[src/rtl/wave_sequence_ctrl.sv]
// Playlist sequencer for the waveform generator: drives wave/frequency/amplitude selects
// from manual switches or from a small playlist whose entry changes align to phase wraps.
module wave_sequence_ctrl #(
  parameter int DEPTH       = 8,
  parameter int IDX_W       = 3,
  parameter int DWELL_W     = 24,
  parameter int WRAP_TO     = 1024,
  parameter int SYNC_SWITCH = 1
) (
  input  logic               clk,
  input  logic               rst_n,
  input  logic [2:0]         man_s0,
  input  logic [2:0]         man_s1,
  input  logic [1:0]         man_s2,
  input  logic               cfg_we,
  input  logic [IDX_W-1:0]   cfg_addr,
  input  logic [7:0]         cfg_data,
  input  logic [IDX_W:0]     seq_len,
  input  logic [DWELL_W-1:0] dwell,
  input  logic               loop_en,
  input  logic               start,
  input  logic               stop,
  input  logic               phase_wrap,
  output logic [2:0]         s0,
  output logic [2:0]         s1,
  output logic [1:0]         s2,
  output logic               busy,
  output logic [IDX_W-1:0]   entry_idx,
  output logic               switch_pulse,
  output logic               done
);

  localparam int TO_W = (WRAP_TO > 1) ? $clog2(WRAP_TO) : 1;
  localparam logic [TO_W-1:0]  TO_LAST = TO_W'(WRAP_TO - 1);
  localparam logic [IDX_W:0]   DEPTH_L = (IDX_W + 1)'(DEPTH);

  typedef enum logic [1:0] {IDLE, LOAD, RUN, WAIT_WRAP} state_t;

  state_t               state;
  logic [7:0]           ram [DEPTH];
  logic [IDX_W:0]       len_reg;
  logic [DWELL_W-1:0]   dwell_reg;
  logic [DWELL_W-1:0]   dwell_cnt;
  logic                 loop_reg;
  logic [TO_W-1:0]      to_cnt;

  logic [IDX_W:0]       len_clamp;
  logic [DWELL_W-1:0]   dwell_eff;
  logic                 last_entry;
  logic                 dwell_done;
  logic                 wrap_go;
  logic                 advance;

  // Advance is decided in the same cycle the dwell (or the wrap wait) finishes,
  // so LOAD follows immediately without a separate ADVANCE state.
  always_comb begin
    len_clamp  = (seq_len > DEPTH_L) ? DEPTH_L : seq_len;
    dwell_eff  = (dwell == '0) ? DWELL_W'(1) : dwell;
    last_entry = ({1'b0, entry_idx} == (len_reg - (IDX_W + 1)'(1)));
    dwell_done = (state == RUN) && (dwell_cnt == '0);
    wrap_go    = (state == WAIT_WRAP) && (phase_wrap || (to_cnt == TO_LAST));
    advance    = (SYNC_SWITCH != 0) ? wrap_go : dwell_done;
  end

  always_ff @(posedge clk or negedge rst_n) begin
    if (!rst_n) begin
      state        <= IDLE;
      s0           <= '0;
      s1           <= '0;
      s2           <= '0;
      busy         <= 1'b0;
      entry_idx    <= '0;
      switch_pulse <= 1'b0;
      done         <= 1'b0;
      len_reg      <= '0;
      dwell_reg    <= '0;
      dwell_cnt    <= '0;
      loop_reg     <= 1'b0;
      to_cnt       <= '0;
      for (int i = 0; i < DEPTH; i++) ram[i] <= '0;
    end else begin
      switch_pulse <= 1'b0;
      done         <= 1'b0;

      // Manual passthrough and playlist edits are only live while idle.
      if (state == IDLE) begin
        s0 <= man_s0;
        s1 <= man_s1;
        s2 <= man_s2;
        if (cfg_we) ram[cfg_addr] <= cfg_data;
      end

      if (stop) begin
        state <= IDLE;
        busy  <= 1'b0;
      end else begin
        case (state)
          IDLE: begin
            if (start && (seq_len != '0)) begin
              state     <= LOAD;
              busy      <= 1'b1;
              entry_idx <= '0;
              len_reg   <= len_clamp;
              dwell_reg <= dwell_eff;
              loop_reg  <= loop_en;
            end
          end
          LOAD: begin
            {s0, s1, s2} <= ram[entry_idx];
            switch_pulse <= 1'b1;
            dwell_cnt    <= dwell_reg - DWELL_W'(1);
            state        <= RUN;
          end
          RUN: begin
            if (dwell_cnt != '0) begin
              dwell_cnt <= dwell_cnt - DWELL_W'(1);
            end else if (SYNC_SWITCH != 0) begin
              state  <= WAIT_WRAP;
              to_cnt <= '0;
            end
          end
          WAIT_WRAP: begin
            if (!wrap_go) to_cnt <= to_cnt + TO_W'(1);
          end
          default: state <= IDLE;
        endcase

        if (advance) begin
          if (!last_entry) begin
            entry_idx <= entry_idx + IDX_W'(1);
            state     <= LOAD;
          end else if (loop_reg) begin
            entry_idx <= '0;
            state     <= LOAD;
          end else begin
            done  <= 1'b1;
            busy  <= 1'b0;
            state <= IDLE;
          end
        end
      end
    end
  end

endmodule

[config.mk]
export PLATFORM = sky130hd
export DESIGN_NAME = wave_sequence_ctrl
export DESIGN_NICKNAME = d
export VERILOG_FILES = /design/src/rtl/wave_sequence_ctrl.sv
export SDC_FILE = /design/constraint.sdc
export NUM_CORES = 1
export LEC_CHECK = 0
export CORE_MARGIN = 3
export CORE_UTILIZATION = 35
export DETAILED_ROUTE_END_ITERATION = 12
export GPL_TIMING_DRIVEN = 0
export SLEW_MARGIN = 0
export SYNTH_ARGS = -nofsm -noshare
export SYNTH_HDL_FRONTEND = slang
export SYNTH_SLANG_ARGS = --single-unit
[constraint.sdc]
create_clock -name clk -period 3.8 [get_ports clk]
set_input_delay 0.76 -clock clk [delete_from_list [all_inputs] [get_ports clk]]
set_output_delay 0.76 -clock clk [all_outputs]
set_load 0.02 [all_outputs]
==> reports/metrics.csv, run 1 <==
metric,value,unit
yosys-top-cells-count,"143 x dfrtp_1, 91 x mux2_2, 42 x nand2_1",
skew,0.01093,ns
grt_pass1_vias,5930,
wire_per_inst,19.71,um
worst_setup_path_start_kind,flop,
overflow,0,
p_total,7.319,mW
p_leak,3.686,nW
finalHoldViolCount,0,
final_area,0.009397,sq mm
clockBufferDepth,2,
place_congestion,0.8847,
cp.arrival,3.89,ns
fp.dieH,154.3,um
ys_seq_area_share,46.52,%
worst-path-buf-inv,7,
synth_area_leader_cell,dfrtp_1,
layout-drive-gt1-share,24.27,%
ys.flop_type,dfrtp_1,
postSynthAreaPerCell,11.30,sq um
largest_reg_flops,64,
timing.fmax,279.2,MHz
cts_hold_buf,0,
cts_tree,done,
synth_edf_count,0,
path_cells,inv_1 > ha_2 > buf_4 > buf_6 > clkbuf_8 > clkbuf_8 > buf_6 > mux2i_1 > ha_2 > nor2b_2 > a32o_2 > buf_4 > nand3_1 > nor3_2 > a21oi_1 > o221a_2,
dpl_worst_slack,-1.332,ns
post-synth-top-count-cell,dfrtp_1,
cpLargestDelayFamily,buffers and inverters,
fp-row-count,53,
cts_sinks,143,
cts_root_buf,clkbuf_16,
grt_max_degree,81,
fin_crit,3.582,ns
vdd_drop_max,0.4225,mV
finalSetupTns,0,ns
synth.area.top_cells,"dfrtp_1 47%, mux2_2 13%, mux4_2 4.7%, mux2i_1 2.3%, a21oi_1 2.2%",
run_status,completed,
grt_use_total,17.83,%
ios,68,
synth_area,0.007692,sq mm
n_antenna_cell,0,
grt_pass1_wl,33510,um
slew_headroom,15.19,%
critPathMaxFanout,19,
vias,5897,
synth_cells,681,
worst-setup-path-type,reg2reg,
clock_latency,0.43,ns
required,4.11,ns
dp_hpwl,14370,um
start_util,36.14,%
max_cap_viol_count,0,
antenna_found_initial,0,
pwr_density_cell,778.9,mW/mm^2
crit_slowest_cell,dfrtp_1,
wirelength,20850,um
rsz0062_at_grt,false,
yosysWarnings,0,
synth-seq-cells,143,
finalCritPeriodShare,94.26,%
core_area,0.02129,sq mm
area_delta_synth_final,22.15,%
finalWorstSetupSlack,0.2182,ns
setup_viol,0,
synth_top_area_share,46.52,%
hold_path.class,in2async,
ant_nets,0,
htree_levels,4,
worstMarginPinSlew,1.269,ns
finalMaxSlewViolations,0,
final_nets,832,
drt-initial-drc-count,409,
max_stage_delay,0.41,ns
port-buffer-count,67,
dieArea,0.02379,sq mm
holdWs,0.3101,ns
place_area,0.008751,sq mm
cts.clk_slew.worst_paths,0.07,ns
via_per_inst,5.574,
endpoint_kind,flop,
dr.pass1.iters,5,
synthArstFlopShare,100.0,%
numCtsBuffers,17,
die_width,154.3,um
remaining_drc_errors,0,
ys_types,76,
synth_fp_nets,743,
[cells by family after synthesis]
logic type / after synthesis / synth area share [%]
AND/OR/NAND/NOR: 206 / 14.88
multiplexers: 125 / 20.35
flip-flops: 143 / 46.52
AO/OA/AOI/OAI: 137 / 12.22
adder cells (fa/ha/maj): 8 / 1.301
buffers and inverters: 42 / 2.456
XOR/XNOR: 20 / 2.277
[worst reg2reg max path: cells and delay by family, from the launching register on]
| family | cells | cell delay (ns) |
|---|---|---|
| compound gates | 3 | 0.53 |
| fa+ha+maj | 2 | 0.47 |
| buf+inv | 7 | 1.24 |
| flops | 1 | 0.41 |
| mux | 1 | 0.23 |
| simple gates | 3 | 0.57 |
[layer usage]
layer  part of all wire (%)  up-vias  wire (um)  track usage, %
li1                       -     2765          -               -
met1                     46     2956       9647           24.46
met2                     47      144       9804           28.14
met3                    4.6       32        952           4.085
met4                    2.1        0        445           5.761
met5                      0        -          0               0
[power by group]
part           internal, mW  switching, mW  leakage (nW)
logic                  1.43           1.35          1.67
registers              2.24          0.633          1.73
clock network         0.924          0.737         0.285
[cells in the final DEF, fill, tap and decap left out, drive strengths merged, types with 16 or more instances in the layout]
cell and instances:
dfrtp 143, mux2 91, clkdlybuf4s50 66, nand2 44
nor2 37, clkbuf 36, a21oi 35, o21ai 32
nor3 29, inv 20, nand3 19, mux2i 18
mux4 16
[worst paths after layout]
| path | start | to | slack [ns] | cells past startpoint |
|---|---|---|---|---|
| max in group asynchronous | rst_n | entry_idx[1]$_DFFE_PN0N_ | 2.69 | 2 |
| hold reg to reg | ram[42]$_DFFE_PN0P_ | ram[42]$_DFFE_PN0P_ | 0.50 | 1 |
| setup reg to reg | state[0]$_DFFE_PN0P_ | dwell_cnt[12]$_DFFE_PN0P_ | 0.22 | 16 |
| setup / recovery | state[0]$_DFFE_PN0P_ | dwell_cnt[12]$_DFFE_PN0P_ | 0.22 | 16 |
| hold / removal | rst_n | dwell_reg[10]$_DFFE_PN0P_ | 0.31 | 1 |
| min in group clk | ram[42]$_DFFE_PN0P_ | ram[42]$_DFFE_PN0P_ | 0.50 | 1 |
[per-stage QoR]
| step | std cells | util (%) |
|---|---|---|
| 2_1_floorplan | 681 | - |
| 3_5_place_dp | 1024 | 41.11 |
| 6_report | 1058 | 44.14 |
| 4_1_cts | 1059 | 44.10 |
| 3_3_place_gp | 1023 | 40.90 |
| 5_1_grt | 1058 | 44.14 |
[final cells by class]
| type | instances | area, sq um |
|---|---|---|
| repair buffers | 72 | 729.5 |
| flip-flops and latches | 143 | 3578 |
| well taps | 275 | 344.1 |
| clock buffers | 17 | 425.4 |
| multi-input cells | 496 | 3961 |
| clock inverters | 15 | 151.4 |
| inverters | 13 | 48.80 |
| plain buffers | 27 | 157.7 |
| fillers | 1980 | 11890 |
[what timing repair did]
| item | in CTS | in global routing |
|---|---|---|
| gates resized for setup | 12 | 6 |
| pin swaps | 3 | 2 |
| hold endpoints to repair | 0 | 0 |
| setup buffers | 4 | 0 |
| setup endpoints to repair | 11 | 9 |
(Power assumes the default switching activity.)
==> run 2: changes to the inputs <==
- clock period: 3.8 -> 4.65 ns (I/O delays scaled with it)
==> reports/metrics.csv, run 2 (synthesis results as in run 1) <==
metric,value,unit
run_status,completed,
dp_hpwl,14370,um
ios,68,
dpl_worst_slack,-0.4822,ns
numCtsBuffers,17,
vdd_drop_max,0.3266,mV
largest_reg_flops,64,
finalMaxSlewViolations,0,
area_delta_synth_final,21.23,%
drt-initial-drc-count,445,
rsz0062_at_grt,false,
finalWorstSetupSlack,0.2211,ns
port-buffer-count,67,
overflow,0,
r2r-start,state[0]$_DFFE_PN0P_,
remaining_drc_errors,0,
finalCritPeriodShare,95.25,%
place_area,0.008751,sq mm
worst_setup_path_start_kind,flop,
slew_headroom,15.39,%
dieArea,0.02379,sq mm
clock_latency,0.43,ns
endpoint_kind,flop,
final_nets,829,
max_stage_delay,0.41,ns
start_util,36.14,%
vias,5874,
r2r-end,dwell_cnt[20]$_DFFE_PN0P_,
place_congestion,0.8847,
final_cell_mix,"143 x dfrtp_1, 91 x mux2_2, 66 x clkdlybuf4s50_1, 42 x nand2_1, 37 x nor2_1",
rrSetupSlack,0.22,ns
fin_cells,1055,
cts_tree,done,
crit_slowest_cell,dfrtp_1,
grt_use_total,17.66,%
antenna_found_initial,0,
die_width,154.3,um
required,4.91,ns
via_per_inst,5.568,
ant_nets,0,
post_cts_buffers,0,
grt_max_degree,81,
max_cap_viol_count,0,
htree_levels,4,
cts.clk_slew.worst_paths,0.07,ns
fin_crit,4.429,ns
cts_hold_buf,0,
wire_per_inst,19.50,um
n_antenna_cell,0,
critPathMaxFanout,19,
timing.fmax,225.8,MHz
core_area,0.02129,sq mm
pwr_density_cell,636.1,mW/mm^2
final_common_cell,dfrtp_1,
fp.dieH,154.3,um
skew,0.01186,ns
cts_sinks,143,
p_leak,3.659,nW
reg2reg_depth,16,
grt_pass1_vias,5903,
wirelength,20570,um
place_inst,1024,
cp_common_cell,buf_2,
hold_path.class,in2async,
layout-drive-gt1-share,22.95,%
cp.arrival,4.69,ns
path_cells,inv_1 > ha_1 > buf_2 > buf_2 > buf_2 > clkbuf_8 > buf_2 > mux2i_1 > ha_1 > nor2b_1 > a32o_1 > clkbuf_1 > nand4_1 > nor3_1 > xnor2_1 > a22oi_1,
dr.pass1.iters,5,
setup_viol,0,
clockBufferDepth,2,
finalHoldViolCount,0,
cts_root_buf,clkbuf_16,
worst-setup-path-type,reg2reg,
fp-row-count,53,
final_area,0.009325,sq mm
worstMarginPinSlew,1.266,ns
grt_pass1_wl,33220,um
==> run 2: through the flow <==
stage          setup TNS (ns)  total power, mW  utilization (%)  hold WS (ns)
5_1_grt                     0            6.323            43.81        0.5123
4_1_cts                     0            5.957            43.81        0.5048
6_report                    0            5.931            43.81        0.4789
3_3_place_gp          -480.90            4.542            40.90        0.4832
3_5_place_dp           -3.011            4.586            41.11        0.4916
2_1_floorplan               0            3.863                -        0.4577
==> run 2: power breakdown <==
group / total, mW / internal [mW] / leakage (nW) / switching [mW]
registers: 2.35 / 1.83 / 1.73 / 0.514
logic: 2.23 / 1.14 / 1.64 / 1.09
clock network: 1.36 / 0.755 / 0.285 / 0.600
total: 5.93 / 3.73 / 3.66 / 2.20
==> run 2: worst max path at each step <==
stage	from	slack (ns)	depth (start not counted)	to
2_1_floorplan	state[0]$_DFFE_PN0P_	0.86	17	dwell_cnt[18]$_DFFE_PN0P_
3_3_place_gp	rst_n	-3.36	1	ram[33]$_DFFE_PN0P_
3_5_place_dp	state[0]$_DFFE_PN0P_	-0.48	17	dwell_cnt[20]$_DFFE_PN0P_
4_1_cts	state[0]$_DFFE_PN0P_	0.28	16	dwell_cnt[20]$_DFFE_PN0P_
5_1_grt	state[0]$_DFFE_PN0P_	0.002	16	dwell_cnt[20]$_DFFE_PN0P_
6_report	state[0]$_DFFE_PN0P_	0.22	16	dwell_cnt[20]$_DFFE_PN0P_
==> run 2: metal layers <==
layer,vias to the layer above,part of all wire (%),track usage [%]
li1,2761,-,-
met1,2917,46,24.06
met2,161,47,27.91
met3,35,4.8,4.225
met4,0,2.2,5.719
met5,-,0,0
==> run 2: repair_timing <==
action	4_1_cts	5_1_grt
resized for setup	1	0
setup endpoints to repair	10	0
endpoints found under the hold margin	0	0
==> run 2: cell type report <==
type / instances / area, sq um
flip-flops and latches: 143 / 3578
multi-input cells: 496 / 3940
clock buffers: 17 / 425.4
clock inverters: 15 / 151.4
repair buffers: 68 / 699.4
inverters: 13 / 48.80
fillers: 1978 / 11960
well taps: 275 / 344.1
plain buffers: 28 / 137.6
==> run 2: worst max-delay path, delay by kind of cell (launching register included) <==
family / cells / cell delay, ns
simple gates: 3 / 0.85
buf+inv: 7 / 1.86
mux: 1 / 0.22
xor+xnor: 1 / 0.15
compound gates: 2 / 0.26
flops: 1 / 0.41
fa+ha+maj: 2 / 0.49
==> run 3: changes to the inputs <==
- CTS_BUF_LIST: default -> sky130_fd_sc_hd__clkbuf_16
==> results of run 3 <==
The final DEF is identical to that of run 2; final timing and power are the same.
